--- src/rtl/encoder_4_to_2_seq.sv ---
// Registered 4-to-2 priority encoder: requests are latched into a pending
// register and presented one code at a time on a valid/acknowledge handshake.
module encoder_4_to_2_seq #(
  parameter bit HIGH_FIRST = 1'b1
) (
  input  logic CLK,
  input  logic RST,
  input  logic EN,
  input  logic D0,
  input  logic D1,
  input  logic D2,
  input  logic D3,
  input  logic ACK,
  output logic A0,
  output logic A1,
  output logic V,
  output logic ANY,
  output logic state_dbg
);

  // Handshake: the code on A1A0 is valid while V=1 and stays frozen until the
  // consumer samples ACK=1 on a rising edge; that edge retires the code and V
  // drops for one cycle before the next code can be presented.

  typedef enum logic {IDLE = 1'b0, VALID = 1'b1} state_t;

  state_t     state;
  logic [3:0] pending;
  logic [3:0] req;
  logic [3:0] set_mask;
  logic [3:0] clr_mask;
  logic [3:0] pending_next;
  logic [1:0] code;
  logic [1:0] next_code;

  function automatic logic [1:0] pick(input logic [3:0] p);
    logic [1:0] idx;
    idx = 2'd0;
    if (HIGH_FIRST) begin
      if (p[3])      idx = 2'd3;
      else if (p[2]) idx = 2'd2;
      else if (p[1]) idx = 2'd1;
      else           idx = 2'd0;
    end else begin
      if (p[0])      idx = 2'd0;
      else if (p[1]) idx = 2'd1;
      else if (p[2]) idx = 2'd2;
      else           idx = 2'd3;
    end
    return idx;
  endfunction

  assign req = {D3, D2, D1, D0};

  // A new request on the bit being acknowledged survives: set beats clear.
  always_comb begin
    set_mask     = EN ? req : 4'b0000;
    clr_mask     = 4'b0000;
    if (state == VALID && ACK) clr_mask = 4'b0001 << code;
    pending_next = (pending & ~clr_mask) | set_mask;
    next_code    = pick(pending);
  end

  always_ff @(posedge CLK) begin
    if (RST) begin
      state   <= IDLE;
      pending <= 4'b0000;
      code    <= 2'b00;
      V       <= 1'b0;
      ANY     <= 1'b0;
    end else begin
      pending <= pending_next;
      ANY     <= |pending_next;
      case (state)
        IDLE: begin
          if (pending != 4'b0000) begin
            code  <= next_code;
            V     <= 1'b1;
            state <= VALID;
          end
        end
        VALID: begin
          if (ACK) begin
            V     <= 1'b0;
            state <= IDLE;
          end
        end
        default: begin
          V     <= 1'b0;
          state <= IDLE;
        end
      endcase
    end
  end

  assign A1        = code[1];
  assign A0        = code[0];
  assign state_dbg = (state == VALID);

endmodule

--- config.mk ---
export PLATFORM = sky130hd
export DESIGN_NAME = encoder_4_to_2_seq
export DESIGN_NICKNAME = d
export VERILOG_FILES = /design/src/rtl/encoder_4_to_2_seq.sv
export SDC_FILE = /design/constraint.sdc
export NUM_CORES = 1
export LEC_CHECK = 0
export BUFFER_PORTS_ARGS = -buffer_cell sky130_fd_sc_hd__buf_2
export CORE_AREA = 5 5 42 44
export CTS_CLUSTER_SIZE = 24
export DETAILED_ROUTE_END_ITERATION = 16
export DIE_AREA = 0 0 47 49
export MAX_ROUTING_LAYER = met4
export PLACE_DENSITY = 0.55
export SYNTH_ARGS = -nofsm -noshare
export SYNTH_HDL_FRONTEND = slang
export SYNTH_SLANG_ARGS = --single-unit
--- constraint.sdc ---
create_clock -name CLK -period 1.5 [get_ports CLK]
set_input_delay 0.075 -clock CLK [delete_from_list [all_inputs] [get_ports CLK]]
set_output_delay 0.075 -clock CLK [all_outputs]
set_load 0.05 [all_outputs]
==> results.md, run 1 <==
- Status: completed
- Total nets after synthesis: 47
- Reg-to-reg slack, setup: 0.28 ns
- Final worst path period share: 81.6%
- Capturing point of the worst reg2reg path: code[0]
- Leakage power summed over all cells: 0.190 nW
- Antenna cell count: 0
- CP Launch Type: flop
- Setup crit end kind: flop
- Worst IR drop on VDD: 0.000509 V
- Clock-pin slew reported for the worst setup and hold paths after clock tree synthesis: 0.06 ns
- Top cells by count, synth: sky130_fd_sc_hd__dfxtp_1 (9), sky130_fd_sc_hd__nor2_1 (6), sky130_fd_sc_hd__a22oi_1 (4)
- Synth Register Bits: 9
- Clock Skews: 0.00688 ns
- CTS-repair resized insts: 0
- RePlAce Congestion: 0.782
- Clock tree from TritonCTS: done
- Sequential element share of the synthesized area: 49.0%
- Nets@finish: 62
- Max Fclk: 0.817 GHz
- Switching portion of total power: 32.7%
- Cell count after placement: 65
- Number of max-cap violations: 0
- Critical path peak fanout: 3
- Total CTS buffers: 3
- Cells on worst reg2reg path: 3
- Total design power: 0.619 mW
- GRT Residual Overflow: 0
- Hold violation count in the final report: 0
- Worst hold margin: 0.0902 ns
- Post-placement cell area: 439 um^2
- Worst slew pin tran: 0.403 ns
- Cells on Worst Hold Path: 2
- Number of global-route vias before repair: 333
- Kind of path behind the tightest hold check: in -> reg
- Number of levels the H-tree was split into: 1
- Pin count of the biggest net entering global routing: 11
- Switching pwr: 0.202 mW
- Portion of total power attributed to the clock network: 29.2%
- Routed vias/inst: 5.25
- GR Util All Layers: 8.62%
- Sum of routed wire length over all layers: 810 um
- Root Driver: sky130_fd_sc_hd__clkbuf_4
- Worst setup path class: reg -> reg
- Synth cell types: 19
- Proportion of power drawn by flip-flops and latches: 47.0%
- Rel. slew slack: 72.5%
- Final TNS setup: 0 ns
- Most area-hungry cell type in the Yosys netlist: sky130_fd_sc_hd__dfxtp_1
- Die Height: 49 um
- Final Max Tran Viols: 0
- Most used standard cell by instance count after synthesis: sky130_fd_sc_hd__dfxtp_1
- Fin crit period: 1.22 ns
- # IOs: 13
- Post-synth top area share: 49.0%
- Worst path cell trace: or4_4, a21oi_1, nor3_1
- Largest cells by area after synthesis: sky130_fd_sc_hd__dfxtp_1 (49%), sky130_fd_sc_hd__a22oi_1 (8.2%), sky130_fd_sc_hd__nor2_1 (6.1%)
- Total half-perimeter wirelength after legalization and detailed placement: 643 um
- P per Cell Area: 1330 nW/um^2
- Post-DRT Antenna Nets: 0
- Core Region: 1400 um^2
- Router iterations before antenna repair: 4
- Required time of the critical path: 1.64 ns
- Syn Std Cell Area: 368 um^2
- # hold bufs at CTS: 0
- Chip Width: 47 um
- Source of the worst hold timing path: RST
- Clk sink count: 9
- Commonest register cell after synthesis: sky130_fd_sc_hd__dfxtp_1
- Arrival time of data at the critical path endpoint: 1.36 ns
- Beginning of the worst register-to-register path: pending[0]
- Total Die Area: 2300 um^2
- Number of enable-type register cells in the synthesized netlist: 0
- Combinational share of power: 23.8%
- Slowest Stage Delay on Critical Path: 0.55 ns
- Source-to-sink clock delay at the later pin of the worst-skew pair: 0.26 ns
- Post-route cell area: 465 um^2
- Post-synthesis instance total: 39
- Number of synthesis warnings: 0
- Highest-delay cell along the critical path: sky130_fd_sc_hd__or4_4
- Placement row count: 14
- Int Power: 0.417 mW
- Syn avg cell area: 9.43 um^2
- DRT iter0 DRCs: 7
- Routed length per placed instance: 11.7 um
- Worst-case hold path end point: code[1]
- Final Setup Violations: 0
- Starting Density: 26.3%
- Post CTS Setup Buffer Count: 0
- Layout cell share with drive strength beyond 1: 32.1%
- Final instance count without filler cells: 69
- Initial antenna violation count: 0
- PortBufs: 12
- First-pass GRT wire length: 1.32 mm
- DR DRC count: 0
- Area growth from synthesis to final layout: 26.5%
- Total via count after detailed routing: 362
- Post-synthesis async set-or-reset flop share: 0%
- Setup repair after global routing missed its margin: no
- Clock buffer depth: 2
## layout make-up
| class | count | area, um^2 |
|---|---|---|
| inverters | 2 | 7.51 |
| fillers | 159 | 936 |
| flip-flops and latches | 9 | 180 |
| repair buffers | 12 | 60.1 |
| well taps | 16 | 20.0 |
| multi-input cells | 26 | 171 |
| clock buffers | 4 | 26.3 |
## kinds of logic (layout without fill, tap and decap cells)
| family | Yosys count | count (layout) | share of synthesized area [%] |
|---|---|---|---|
| AND/OR/NAND/NOR | 15 | 15 | 24.8 |
| AO/OA/AOI/OAI | 11 | 11 | 21.8 |
| flip-flops | 9 | 9 | 49.0 |
| buffers and inverters | 4 | 18 | 4.42 |
## through the flow
step           util (%)  setup slack (ns)
6_report           33.2             0.277
2_1_floorplan         -            0.0881
5_1_grt            33.2             0.235
4_1_cts            33.2             0.286
3_3_place_gp       31.3             0.299
3_5_place_dp       31.3             0.288
## critical path, delay by kind of cell, from the launching register on
family | cells | cell delay (ns)
and+or+nand+nor | 2 | 0.61
AOI/OAI and AO/OA | 1 | 0.17
DFF | 1 | 0.32
## registers in the layout, summed over array words and instances, names as in the netlist
| name | cells |
|---|---|
| pending | 4 |
| V | 1 |
| code | 2 |
| ANY | 1 |
| state_dbg | 1 |
## cell usage in the layout, fill, tap and decap left out, drive strengths merged
master    n
buf      12
dfxtp     9
nor2      6
a22oi     5
clkbuf    4
inv       2
o21ai     2
a21oi     2
nand4b    2
or4       1
nand2     1
nor3b     1
nand4     1
nor4      1
a2111oi   1
nor3      1
nand4bb   1
a41oi     1
## worst max path at each step
stage / from / end / cells past startpoint
2_1_floorplan: state_dbg / ANY / 4
3_3_place_gp: pending[0] / V / 3
3_5_place_dp: pending[0] / V / 3
4_1_cts: pending[0] / code[0] / 3
5_1_grt: pending[0] / code[0] / 3
6_report: pending[0] / code[0] / 3
## metal layers
metal	wire length, um	GRT usage (%)
met2	406	12.2
met5	0	-
met3	47	3.32
met4	28	8.29
met1	327	8.43
## power groups by stage
stage,clock (mW),combinational [mW],sequential (mW)
after global placement,0,0.149,0.295
after global routing,0.198,0.161,0.296
after CTS,0.193,0.149,0.291
after floorplan,0,0.0649,0.341
after detailed placement,0,0.148,0.296
final,0.181,0.148,0.291
(Power assumes the default switching activity.)
==> run 2: changes to the inputs <==
==> constraint.sdc (replaced) <==
create_clock -name CLK -period 1.2 [get_ports CLK]
set_input_delay 0.06 -clock CLK [delete_from_list [all_inputs] [get_ports CLK]]
set_output_delay 0.06 -clock CLK [all_outputs]
set_load 0.05 [all_outputs]
==> run 2 against run 1 <==
Net effect:
- global-route usage decreased by 0.085 points
- flip-flop and latch count unchanged
- first-iteration DRC count decreased by 29%
- largest cell class unchanged
- die area unchanged
- maximum frequency increased by 2.1%
- via count decreased by 2.2%
==> results.md, run 2 (synthesis results as in run 1) <==
- Capturing point of the worst reg2reg path: code[0]
- Final instance count without filler cells: 73 (+5.8%)
- Commonest non-fill, non-tap cells in the layout: sky130_fd_sc_hd__buf_2 (12), sky130_fd_sc_hd__dfxtp_1 (6), sky130_fd_sc_hd__nor2_1 (6)
- Worst path cell trace: or4_4, a21oi_1, nor3_1
- Post-placement cell area: 475 um^2 (+8.3%)
- Highest-delay cell along the critical path: sky130_fd_sc_hd__or4_4
- Die Height: 49 um (unchanged)
- Post-placement worst setup slack: 0.00328 ns (-0.284 ns)
- Required time of the critical path: 1.33 ns (-0.31 ns)
- Chip Width: 47 um (unchanged)
- CP Launch Type: flop
- Area taken by flip-flops and latches: 186 um^2 (+3.5%)
- Nets@finish: 66 (+6.5%)
- Router iterations before antenna repair: 3 (-1)
- Final Max Tran Viols: 0 (unchanged)
- Sum of routed wire length over all layers: 856 um (+5.7%)
- GRT Residual Overflow: 0 (unchanged)
- First-pass GRT wire length: 1.34 mm (+1.6%)
- Slowest Stage Delay on Critical Path: 0.55 ns (about the same)
- Clock tree from TritonCTS: done
- Routed vias/inst: 4.85 (-7.6%)
- RePlAce Congestion: 0.785 (+0.47%)
- Area growth from synthesis to final layout: 38.1%
- Flip-flop count of the largest register after layout: 4 (unchanged)
- DR DRC count: 0 (unchanged)
- Cells on Worst Hold Path: 2 (unchanged)
- Core Region: 1400 um^2 (unchanged)
- Beginning of the worst register-to-register path: pending[0]
- Clock Skews: 0.00476 ns (-0.00212 ns)
- Clk sink count: 9 (unchanged)
- Cells on worst reg2reg path: 3 (unchanged)
- Worst IR drop on VDD: 0.000731 V (+44%)
- Clock buffer depth: 2 (unchanged)
- Critical path peak fanout: 3 (unchanged)
- Number of levels the H-tree was split into: 1 (unchanged)
- Total CTS buffers: 3 (unchanged)
- Starting Density: 26.3% (unchanged)
- Post-route cell area: 508 um^2 (+9.1%)
- Max Fclk: 0.835 GHz (+2.1%)
- Post-DRT Antenna Nets: 0 (unchanged)
- Reg-to-reg slack, setup: 0.002 ns (-0.27 ns)
- Number of filler cells placed in the layout: 156 (-1.9%)
- WP buf/inv: 0 (unchanged)
- Clock-pin slew reported for the worst setup and hold paths after clock tree synthesis: 0.06 ns (about the same)
- P per Cell Area: 1560 nW/um^2 (+17%)
- Number of max-cap violations: 0 (unchanged)
- DRT iter0 DRCs: 5 (-2)
- GR Util All Layers: 8.53% (-0.085 points)
- Status: completed
- Post CTS Setup Buffer Count: 0 (unchanged)
- Routed length per placed instance: 11.7 um (-0.11%)
- Layout cell share with drive strength beyond 1: 43.9% (+12 points)
- Source of the worst hold timing path: RST
- Antenna cell count: 0 (unchanged)
- Placement row count: 14 (unchanged)
- Source-to-sink clock delay at the later pin of the worst-skew pair: 0.25 ns (about the same)
- Leakage power summed over all cells: 0.213 nW (+12%)
- Rel. slew slack: 68.8% (-3.7 points)
- Crit path setup slack, layout: 0.00176 ns (-0.275 ns)
- Number of global-route vias before repair: 344 (+3.3%)
- Worst setup path class: reg -> reg
- Worst hold margin: 0.0634 ns (-0.0268 ns)
- # IOs: 13 (unchanged)
- Initial antenna violation count: 0 (unchanged)
- Most common cell after layout, fill and taps aside: sky130_fd_sc_hd__buf_2
- Combined area of the multi-input logic cells: 178 um^2 (+3.6%)
- Register containing the most flip-flops in the final layout: pending
- Total Die Area: 2300 um^2 (unchanged)
- PortBufs: 12 (unchanged)
- Kind of path behind the tightest hold check: in -> reg
- Final Setup Violations: 0 (unchanged)
- Startpoint of the most critical setup path: pending[0]
- Total via count after detailed routing: 354 (-2.2%)
- Hold violation count in the final report: 0 (unchanged)
- Worst-case hold path end point: code[1]
- Final TNS setup: 0 ns (unchanged)
- Registers with the most flip-flops: pending x4, code x2
- Pin count of the biggest net entering global routing: 11 (unchanged)
- Final worst path period share: 99.9% (+18 points)
- Fin crit period: 1.20 ns (-0.0250 ns)
- Worst slew pin tran: 0.457 ns (+0.0541 ns)
- Setup crit end kind: flop
- Arrival time of data at the critical path endpoint: 1.33 ns (-0.03 ns)
- Utilization of the core after routing: 36.3% (+3.0 points)
- Total design power: 0.794 mW (+28%)
- Cell count after placement: 69 (+6.2%)
- Dominant delay contributor by cell family on the critical path: simple AND/OR/NAND/NOR gates
- Setup repair after global routing missed its margin: yes
- Root Driver: sky130_fd_sc_hd__clkbuf_4
- Total half-perimeter wirelength after legalization and detailed placement: 675 um (+5.0%)
-- run 2: changes by cell type in the layout (fill, tap and decap cells not counted) --
cell	before	now
sky130_fd_sc_hd__buf_4	0	4
sky130_fd_sc_hd__dfxtp_1	9	6
sky130_fd_sc_hd__dfxtp_2	0	2
sky130_fd_sc_hd__dfxtp_4	0	1
sky130_fd_sc_hd__nor4_1	1	0
sky130_fd_sc_hd__nor4_2	0	1
-- run 2: worst reg2reg max path: stages, from the launching register on --
cell and delay [ns]:
sky130_fd_sc_hd__dfxtp_1 0.31, sky130_fd_sc_hd__or4_4 0.55, sky130_fd_sc_hd__a21oi_1 0.16, sky130_fd_sc_hd__nor3_1 0.06
-- run 2: per-layer routing --
metal | vias to the layer above | global-route usage [%] | part of all wire, %
met3 | 2 | 3.32 | 3.6
met2 | 5 | 11.8 | 51
li1 | 183 | - | -
met5 | - | - | 0
met1 | 164 | 9.27 | 44
met4 | 0 | 6.91 | 1.6
-- run 2: what timing repair did --
item | CTS | global route
hold buffers | 0 | 0
pin swaps | 0 | 1
gates resized for setup | 0 | 1
hold endpoints to repair | 0 | 0
endpoints found under the setup margin | 1 | 3
cloned | 0 | 0
-- run 2: final cells by class --
class,count,share of cell area (%)
Clock buffer,4,5.17
Inverter,2,1.48
Multi-Input combinational cell,26,35.0
Sequential cell,9,36.7
Tap cell,16,3.94
Timing Repair Buffer,16,17.7
-- run 2: worst max path at each step --
stage | slack (ns) | endpoint | depth (start not counted)
2_1_floorplan | 0.01 | V | 3
3_3_place_gp | 0.01 | V | 3
3_5_place_dp | 0.003 | code[0] | 3
4_1_cts | -0.005 | code[0] | 3
5_1_grt | -0.03 | code[0] | 3
6_report | 0.002 | code[0] | 3
-- run 2: power by group --
| part | leakage (nW) | switching (mW) | internal [mW] |
|---|---|---|---|
| Sequential | 0.0760 | 0.0300 | 0.332 |
| Clock | 0.0150 | 0.0982 | 0.128 |
| Combinational | 0.122 | 0.129 | 0.0771 |
| Total | 0.213 | 0.257 | 0.537 |
==> run 3: changes to the inputs <==
--- a/config.mk
+++ b/config.mk
@@ -7,6 +7,7 @@
 export LEC_CHECK = 0
 export BUFFER_PORTS_ARGS = -buffer_cell sky130_fd_sc_hd__buf_2
 export CORE_AREA = 5 5 42 44
+export CTS_BUF_LIST = sky130_fd_sc_hd__clkbuf_16
 export CTS_CLUSTER_SIZE = 24
 export DETAILED_ROUTE_END_ITERATION = 16
 export DIE_AREA = 0 0 47 49
==> constraint.sdc (replaced) <==
create_clock -name CLK -period 1.2 [get_ports CLK]
set_input_delay 0.12 -clock CLK [delete_from_list [all_inputs] [get_ports CLK]]
set_output_delay 0.12 -clock CLK [all_outputs]
set_load 0.05 [all_outputs]
==> run 3 against run 2 <==
Net effect:
- cell area rose by 9.9%
- highest routed layer unchanged
- non-clock buffer count did not move
- cell count did not move
- worst setup slack improved by 0.0032 ns
- clock power rose to 2.5 times the previous value
- first-iteration DRC count rose to 2.8 times the previous value
- count of clock-buffer cells in the layout fell by 1
- flip-flop and latch count did not move
- utilization rose by 3.6 points
- register-to-register slack barely moved
- critical path type unchanged
- via count rose by 2.5%
==> results.md, run 3 (synthesis results as in run 1) <==
- Status: completed
- PortBufs: 12 (unchanged)
- Clk sink count: 9 (unchanged)
- Sum of routed wire length over all layers: 914 um (+6.8%)
- Most common cell after layout, fill and taps aside: sky130_fd_sc_hd__buf_2
- Final worst path period share: 99.6% (-0.26 points)
- Cells on worst reg2reg path: 3 (unchanged)
- P per Cell Area: 2060 nW/um^2 (+32%)
- Routed vias/inst: 4.97 (+2.5%)
- Arrival time of data at the critical path endpoint: 1.32 ns (about the same)
- # hold bufs at CTS: 0 (unchanged)
- Leakage power summed over all cells: 0.240 nW (+12%)
- Area growth from synthesis to final layout: 51.7%
- Source-to-sink clock delay at the later pin of the worst-skew pair: 0.23 ns (-0.02 ns)
- Required time of the critical path: 1.32 ns (about the same)
- Critical path depth in cells: 3 (unchanged)
- Final Max Tran Viols: 0 (unchanged)
- Pin count of the biggest net entering global routing: 11 (unchanged)
- Worst path cell trace: or4_4, a22oi_2, nor2_1
- DRT iter0 DRCs: 14 (+9)
- GR Util All Layers: 9.61% (+1.1 points)
- Total via count after detailed routing: 363 (+2.5%)
- Router iterations before antenna repair: 2 (-1)
- Initial antenna violation count: 0 (unchanged)
- Post-placement cell area: 475 um^2 (unchanged)
- Die Height: 49 um (unchanged)
- Setup crit end kind: flop
- Flip-flop count of the largest register after layout: 4 (unchanged)
- Starting Density: 26.3% (unchanged)
- # IOs: 13 (unchanged)
- Setup repair after global routing missed its margin: yes
- Layout cell share with drive strength beyond 1: 43.9% (unchanged)
- CP Launch Type: flop
- Core Region: 1400 um^2 (unchanged)
- Kind of path behind the tightest hold check: in -> reg
- Antenna cell count: 0 (unchanged)
- Clock-pin slew reported for the worst setup and hold paths after clock tree synthesis: 0.04 ns (-0.02 ns)
- Routed length per placed instance: 12.5 um (+6.8%)
- Registers with the most flip-flops: pending x4, code x2
- Hold violation count in the final report: 0 (unchanged)
- WP buf/inv: 0 (unchanged)
- Clock buffer depth: 2 (unchanged)
- Worst setup path class: reg -> reg
- Total CTS buffers: 3 (unchanged)
- Fin crit period: 1.20 ns (-0.00316 ns)
- Rel. slew slack: 70.3% (+1.5 points)
- DR DRC count: 0 (unchanged)
- Post-DRT Antenna Nets: 0 (unchanged)
- Worst IR drop on VDD: 0.000909 V (+24%)
- First-pass GRT wire length: 1.45 mm (+8.3%)
- RePlAce Congestion: 0.785 (unchanged)
- Cells on Worst Hold Path: 2 (unchanged)
- Dominant delay contributor by cell family on the critical path: simple AND/OR/NAND/NOR gates
- Worst slew pin tran: 0.434 ns (-0.0223 ns)
- Final Setup Violations: 0 (unchanged)
- Commonest non-fill, non-tap cells in the layout: sky130_fd_sc_hd__buf_2 (12), sky130_fd_sc_hd__dfxtp_1 (6), sky130_fd_sc_hd__nor2_1 (6)
- Critical path peak fanout: 3 (unchanged)
- Number of max-cap violations: 0 (unchanged)
- Number of levels the H-tree was split into: 1 (unchanged)
- Clock tree from TritonCTS: done
- Number of global-route vias before repair: 349 (+1.5%)
- Total half-perimeter wirelength after legalization and detailed placement: 675 um (unchanged)
- GRT Residual Overflow: 0 (unchanged)
- Total design power: 1.15 mW (+45%)
- Chip Width: 47 um (unchanged)
- Crit path setup slack, layout: 0.00491 ns (+0.00316 ns)
- Highest-delay cell along the critical path: sky130_fd_sc_hd__or4_4
- Post-placement worst setup slack: 0.00328 ns (unchanged)
- Nets@finish: 66 (unchanged)
- Placement row count: 14 (unchanged)
- Max Fclk: 0.837 GHz (+0.26%)
- Root Driver: sky130_fd_sc_hd__clkbuf_16
- Total Die Area: 2300 um^2 (unchanged)
- Slowest Stage Delay on Critical Path: 0.56 ns (about the same)
- Register containing the most flip-flops in the final layout: pending
- Post-route cell area: 558 um^2 (+9.9%)
- Clock Skews: 0.00305 ns (-0.00171 ns)
## run 3: cell count changes in the layout (fill, tap and decap cells not counted), sizes merged
cell    before  now
inv          2    3
clkbuf       4    3
## run 3: path summary, 6_finish.rpt
kind | startpoint | end | slack, ns
worst max-delay path | pending[2] | V | 0.005
worst min-delay path | RST | code[1] | 0.15
worst max register to register | pending[2] | V | 0.005
worst min register to register | code[1] | code[1] | 0.50
## run 3: stage by stage
stage / hold WS, ns / setup TNS [ns] / utilization (%) / instances
6_report: 0.151 / 0 / 39.8 / 73
5_1_grt: 0.181 / -0.0383 / 39.8 / 73
4_1_cts: 0.149 / 0 / 39.8 / 73
3_5_place_dp: 0.398 / 0 / 33.9 / 69
3_3_place_gp: 0.400 / 0 / 33.9 / 69
2_1_floorplan: 0.299 / 0 / - / 39
## run 3: report_power, final
group          internal [mW]  total (mW)  leakage (nW)  switching, mW
clock                  0.435       0.576        0.0423          0.141
sequential             0.334       0.364        0.0760         0.0307
combinational         0.0770       0.208         0.121          0.131
total                  0.846        1.15         0.240          0.303
## run 3: area by class of cell
cell class / instances / area (um^2)
sequential: 9 / 186
timing repair buffer: 16 / 90.1
tap: 16 / 20.0
fill: 155 / 843
clock buffer: 3 / 75.1
clock inverter: 1 / 3.75
inverter: 2 / 7.51
multi-input combinational: 26 / 175
## run 3: layer usage
metal | global-route usage, % | vias to the layer above | wire length, um
li1 | - | 182 | -
met1 | 9.47 | 169 | 359
met2 | 13.6 | 8 | 484
met3 | 3.32 | 4 | 41
met4 | 9.68 | 0 | 29
met5 | - | - | 0
## run 3: repair_timing
item	in CTS	in global routing
setup endpoints to repair	2	2
buffers inserted	0	0
gates resized for setup	1	0
pin swaps	1	2
